$ cat src/rtl/ecc_ctrl_pkg.sv
// Shared definitions for the ECC transaction controller: FSM state encoding and default widths.
// Compile with ECC_CTRL_TIMEOUT_EN defined to build the watchdog/abort path.
package ecc_ctrl_pkg;

  localparam int SIZE_W_DEF         = 16;
  localparam int RSP_WORDS_DEF      = 8;
  localparam int TIMEOUT_CYCLES_DEF = 4096;

  // ST_ERR is reachable only when the watchdog is built in.
  typedef enum logic [2:0] {
    ST_IDLE = 3'd0,
    ST_LOAD = 3'd1,
    ST_RECV = 3'd2,
    ST_CALC = 3'd3,
    ST_SEND = 3'd4,
    ST_ERR  = 3'd5
  } state_e;

endpackage

$ cat src/rtl/ecc_ctrl_wdog.sv
// Watchdog counter for the ECC controller: counts enabled, uncleared cycles and flags the
// TIMEOUT_CYCLES-th consecutive one. Used only when ECC_CTRL_TIMEOUT_EN is defined.
module ecc_ctrl_wdog
  import ecc_ctrl_pkg::*;
#(
  parameter int TIMEOUT_CYCLES = TIMEOUT_CYCLES_DEF
) (
  input  logic clk,
  input  logic rst,
  input  logic i_clr,
  input  logic i_en,
  output logic o_expired
);

  localparam int CNT_W = $clog2(TIMEOUT_CYCLES);
  localparam logic [CNT_W-1:0] LAST_CNT = CNT_W'(TIMEOUT_CYCLES - 1);

  logic [CNT_W-1:0] r_cnt;

  always_ff @(posedge clk or posedge rst) begin
    if (rst) begin
      r_cnt <= '0;
    end else if (i_clr) begin
      r_cnt <= '0;
    end else if (i_en) begin
      r_cnt <= r_cnt + 1'b1;
    end
  end

  // r_cnt holds the number of idle cycles already seen, so this cycle is the last allowed one.
  assign o_expired = i_en && !i_clr && (r_cnt == LAST_CNT);

endmodule

$ cat src/rtl/ecc_core_ctrl.sv
// ecc_core_ctrl: sequences one ECC transaction (command accept, receive, calc, result readout).
// Define ECC_CTRL_TIMEOUT_EN to build the watchdog that aborts stalled RECV/CALC phases.
module ecc_core_ctrl
  import ecc_ctrl_pkg::*;
#(
  parameter int SIZE_W         = SIZE_W_DEF,
  parameter int RSP_WORDS      = RSP_WORDS_DEF,
  parameter int TIMEOUT_CYCLES = TIMEOUT_CYCLES_DEF
) (
  input  logic              clk,
  input  logic              rst,
  input  logic              cmd_valid,
  input  logic [SIZE_W-1:0] cmd_size,
  output logic              cmd_ready,
  input  logic              wr_en,
  output logic              rcv_load,
  output logic [SIZE_W-1:0] rcv_size,
  output logic              rcv_wr_en,
  input  logic              rcv_done,
  output logic              calc_start,
  input  logic              calc_done,
  output logic              rd_req,
  input  logic              rd_ack,
  output logic              busy,
  output logic              done,
  output logic              err,
  output state_e            dbg_state
);

  // Handshakes: a command transfers on a cycle with cmd_valid && cmd_ready, a result word on a
  // cycle with rd_req && rd_ack; cmd_ready/rd_req never look at their own valid/ack input.

  localparam int WCNT_W = $clog2(RSP_WORDS + 1);
  localparam logic [WCNT_W-1:0] LAST_WORD = WCNT_W'(RSP_WORDS - 1);

  state_e            r_state;
  state_e            w_next;
  logic [SIZE_W-1:0] r_size;
  logic [WCNT_W-1:0] r_word_cnt;
  logic              r_calc_first;
  logic              w_accept;
  logic              w_last;
  logic              w_timeout;

  assign w_accept = cmd_valid && (r_state == ST_IDLE);
  assign w_last   = (r_word_cnt == LAST_WORD);

  always_ff @(posedge clk or posedge rst) begin
    if (rst) begin
      r_state      <= ST_IDLE;
      r_size       <= '0;
      r_word_cnt   <= '0;
      r_calc_first <= 1'b0;
    end else begin
      r_state      <= w_next;
      r_calc_first <= (r_state != ST_CALC) && (w_next == ST_CALC);
      if (w_accept) begin
        r_size <= cmd_size;
      end
      if ((r_state == ST_CALC) && (w_next == ST_SEND)) begin
        r_word_cnt <= '0;
      end else if ((r_state == ST_SEND) && rd_ack) begin
        r_word_cnt <= r_word_cnt + 1'b1;
      end
    end
  end

  // calc_done in the calc_start cycle may be stale from the previous job, so it is ignored.
  always_comb begin
    w_next = r_state;
    case (r_state)
      ST_IDLE: if (cmd_valid) w_next = ST_LOAD;
      ST_LOAD: w_next = ST_RECV;
      ST_RECV: begin
        if (rcv_done) begin
          w_next = ST_CALC;
        end else if (w_timeout) begin
          w_next = ST_ERR;
        end
      end
      ST_CALC: begin
        if (!r_calc_first && calc_done) begin
          w_next = ST_SEND;
        end else if (w_timeout) begin
          w_next = ST_ERR;
        end
      end
      ST_SEND: if (rd_ack && w_last) w_next = ST_IDLE;
      default: w_next = ST_IDLE;
    endcase
  end

  assign cmd_ready  = (r_state == ST_IDLE);
  assign busy       = (r_state != ST_IDLE);
  assign rcv_load   = (r_state == ST_LOAD) || (r_state == ST_ERR);
  assign rcv_size   = r_size;
  assign rcv_wr_en  = wr_en && (r_state == ST_RECV);
  assign calc_start = (r_state == ST_CALC) && r_calc_first;
  assign rd_req     = (r_state == ST_SEND);
  assign done       = (r_state == ST_SEND) && rd_ack && w_last;
  assign dbg_state  = r_state;

`ifdef ECC_CTRL_TIMEOUT_EN
  logic w_wdog_en;
  logic w_wdog_clr;
  logic r_err;

  // Any activity, or leaving the phase, restarts the idle count.
  assign w_wdog_en  = (r_state == ST_RECV) || (r_state == ST_CALC);
  assign w_wdog_clr = !w_wdog_en
                   || ((r_state == ST_RECV) && (wr_en || rcv_done))
                   || ((r_state == ST_CALC) && calc_done);

  ecc_ctrl_wdog #(
    .TIMEOUT_CYCLES(TIMEOUT_CYCLES)
  ) u_wdog (
    .clk      (clk),
    .rst      (rst),
    .i_clr    (w_wdog_clr),
    .i_en     (w_wdog_en),
    .o_expired(w_timeout)
  );

  always_ff @(posedge clk or posedge rst) begin
    if (rst) begin
      r_err <= 1'b0;
    end else if (w_accept) begin
      r_err <= 1'b0;
    end else if (w_next == ST_ERR) begin
      r_err <= 1'b1;
    end
  end

  assign err = r_err;
`else
  logic w_unused_cfg;

  assign w_unused_cfg = (TIMEOUT_CYCLES > 1);
  assign w_timeout    = 1'b0;
  assign err          = 1'b0;
`endif

endmodule

$ cat config.mk
export PLATFORM = sky130hd
export DESIGN_NAME = ecc_core_ctrl
export DESIGN_NICKNAME = d
export VERILOG_FILES = /design/src/rtl/ecc_ctrl_pkg.sv /design/src/rtl/ecc_ctrl_wdog.sv /design/src/rtl/ecc_core_ctrl.sv
export SDC_FILE = /design/constraint.sdc
export NUM_CORES = 1
export LEC_CHECK = 0
export ABC_AREA = 1
export BUFFER_PORTS_ARGS = -buffer_cell sky130_fd_sc_hd__clkbuf_2
export CAP_MARGIN = 20
export CORE_AREA = 2 2 60 62
export CTS_BUF_LIST = sky130_fd_sc_hd__clkbuf_4
export CTS_CLUSTER_SIZE = 14
export DETAILED_ROUTE_END_ITERATION = 6
export DIE_AREA = 0 0 62 64
export SYNTH_ARGS = -nofsm -noshare
export SYNTH_HDL_FRONTEND = slang
export SYNTH_SLANG_ARGS = --single-unit
$ cat constraint.sdc
create_clock -name clk -period 3.67 [get_ports clk]
set_clock_uncertainty 0.1 [all_clocks]
set_input_delay 0.5505 -clock clk [delete_from_list [all_inputs] [get_ports clk]]
set_output_delay 0.5505 -clock clk [all_outputs]
set_load 0.01 [all_outputs]
==> impl.org <==
** Global route
- Overall fraction of global-route tracks in use :: 0.135
- Global-route wire length before repair :: between 4000 and 5000 um
- Grt ovf :: 0
- Number of global-route vias before repair :: around 950
- Antenna violations before repair :: 0
- Entering global routing, the biggest net connects 25 pins.

** Timing
- For this run, the top clock speed supported by timing is about 470 MHz.
- Final Critical Period :: roughly 2100 ps
- Setup repair after global routing left no endpoint under its margin.
- After routing, the total negative slack on setup checks comes to 0 ps.
- Final Hold Violating Endpoints :: 0
- The final max-slew violation count is 0.
- Final period utilization :: 0.579
- Fin Hold WS :: 302 ps
- Measured against its own limit, the worst slew margin works out to 0.386.
- Tightest Pin Transition :: between 900 and 1000 ps
- Setup violations remaining at the end of the flow were counted as 0.

** Placed design
- The number of placed instances, taps included, is roughly 220.
- # port buffers :: 48
- RePlAce Congestion :: ~0.7
- The placed instances occupy a cell area of ~1400 um2.
- Detailed placement finished with a half-perimeter wire length of 1820 um.

** Floorplan
- The floorplan step set the die width to between 60 and 70 um.
- Measured along the y axis, the die boundary spans between 60 and 70 um.
- After floorplanning, the core was sized to cover approximately 3300 um2.
- Standard-cell row count :: 21
- The floorplan step defined a die boundary enclosing slightly below 4000 um2.
- In this run the count of I/O pins placed on the die edge is 50.
- Starting Density :: 0.340

** Outcome
- The flow ran to the end, and the final reports show no timing, DRC or antenna violations.

** Synthesis
- Counting distinct cell types in the post-synthesis netlist gives 22.
- Avg Inst Size Synth :: between 8 and 9 um2
- Of the synthesized area, sequential elements account for 0.538.
- Gate Count Post-Synth :: 130
- Synth Cell Area :: ~1100 um2
- In this run, synthesis inferred 0 flip-flops with an integrated enable.
- Yosys printed 0 warnings.
- Fraction of registers with async set or reset after synthesis :: 1.00
- Net count after synthesis :: about 150
- Post-synthesis sequential element count :: 24
- The most used flip-flop cell after synthesis is dfrtp_1.

** Layout
- Area Overhead vs Synth :: 27.9%
- Post-route insts no fill :: 223
- In the final design database the tool counted slightly above 200 nets.
- Post-route design area :: 1430 um2
- Ratio of cells with drive above 1 in the final layout :: 0.328
- The repair_antennas step left the layout with diodes totalling 0.

** Worst setup path
- Data on the critical path arrives at its endpoint at 1470 ps.
- Launch instance of the worst register-to-register path :: dbg_state[1]
- Walking the worst path, the cells encountered are nor2_2 > inv_2 > nor2_8 > inv_1 > clkbuf_2.
- The worst setup path is launched from a register.
- Highest fanout seen on the critical path :: 19
- The worst setup path is of the reg2out kind.
- Required time of the worst setup path :: roughly 3000 ps
- On the worst path, the slowest cell contributes a delay of between 400 and 500 ps.
- Element type at the critical path end :: output port
- Slowest CP cell :: dfrtp_1
- Worst setup path startpoint :: dbg_state[1]

** Clock tree
- Number of hold buffers added after cts :: 0
- Clock buffers created by TritonCTS :: 3
- No sink is reached through more buffers than the 2 on the longest clock path.
- Clock net sink count :: 24
- Worst skew pair latency :: 310 ps
- Buffers added to address setup during post-CTS repair amount to 0.
- Clock tree from TritonCTS :: done
- In this run the clock root is driven by a clkbuf_4.
- After clock tree synthesis, the repair step resized 0 gates.
- Clock Pin Slew Worst Setup and Hold Paths :: 130 ps
- CTS built an H-tree with a depth of 1.

** Routing
- The pre-antenna-repair detailed-routing pass consisted of 4 iterations.
- After detailed routing, the average wire length per cell comes to 10.9 um.
- Wires add up to around 2400 um.
- Number of nets with antenna violations after routing :: 0
- DR DRC count :: 0
- Via density per instance :: roughly 4.6
- For this block, the via count after detailed routing is between 1000 and 1500.
- Detailed Route Iter0 Violations :: 79

** Power and ir drop
- VDD sags by at most ~0.21 mV.
- Power density relative to cell area :: approximately 760 nW/um2
- Leakage power :: roughly 0.85 nW

** Flow run
- Maximum Capacitance Violations :: 0

** Min path
- The tightest min-delay check is of the in2async type.
cell usage after synthesis (2+ instances only):
library cell,count,area share
nor2_1,4,0.013
dfrtp_1,24,0.54
nand3_1,24,0.11
buf_6,2,0.020
nand2_1,46,0.15
inv_1,11,0.037
nand4_1,3,0.017
nor3_1,2,0.0090
layer usage:
metal,GRT usage,up-vias,routed length [um],part of all wire
met3,0.0182,6,135,0.055
met5,0,-,0,0
met2,0.212,43,1140,0.47
li1,-,503,-,-
met1,0.171,465,1100,0.45
met4,0.0798,0,68,0.028
cell type report:
type	count	area, um2
fillers	343	1860
flip-flops and latches	24	601
multi-input cells	89	432
repair buffers	48	240
well taps	46	57.6
inverters	12	45.0
clock inverters	1	30.0
clock buffers	3	22.5
path summary, 6_finish.rpt:
kind                                endpoint  slack, ps  cells after the start
worst min-delay path            r_calc_first        300                      2
worst max-delay path                    busy       1550                      5
worst max register to register   rcv_size[9]       2170                      6
worst min register to register  rcv_size[11]        390                      2
min in group clk                rcv_size[11]        350                      3
max in group asynchronous        rcv_size[5]       2610                      2
kinds of logic after synthesis:
| group | share of synthesized area |
|---|---|
| buf+inv | 0.0751 |
| fa+ha+maj | 0.0112 |
| flops | 0.538 |
| xor+xnor | 0.00785 |
| simple gates | 0.364 |
| other cells | 0.00336 |
through the flow:
step                      power [mW]  setup WS (ps)  utilization
after global placement         0.894           1930        0.419
after global routing            1.18           1410        0.435
after CTS                       1.10           1540        0.435
after floorplan                0.743           1970            -
after detailed placement       0.909           1900        0.419
final                           1.09           1550        0.435
power breakdown:
group	internal, mW	switching [mW]	total [mW]
clock network	0.110	0.0782	0.189
registers	0.372	0.0899	0.462
logic	0.170	0.267	0.437
total	0.652	0.435	1.09
sequential cells by signal, indices dropped and copies added, names as in the netlist:
signal / flops
r_word_cnt: 4
dbg_state: 3
rcv_size: 16
r_calc_first: 1
cell usage in the layout, fill, tap and decap left out:
master     count
nand3b_1       1
nor2_2         1
inv_2          1
nor2_1         4
xor2_1         1
nor2_4         1
ha_1           1
nand4_1        3
nand2_2        1
nor2_8         1
nor3b_1        1
nand2_4        1
inv_1         11
nand2_1       46
clkbuf_2      48
dfrtp_1       24
conb_1         1
nand3_1       24
nor3_1         2
bufinv_16      1
clkbuf_4       3
critical path, delay by kind of cell, from the launching register on:
family,cells,cell delay (ps)
flops,1,460
simple gates,2,420
buf+inv,3,280
Note: power is estimated with default switching activity, not from simulation.
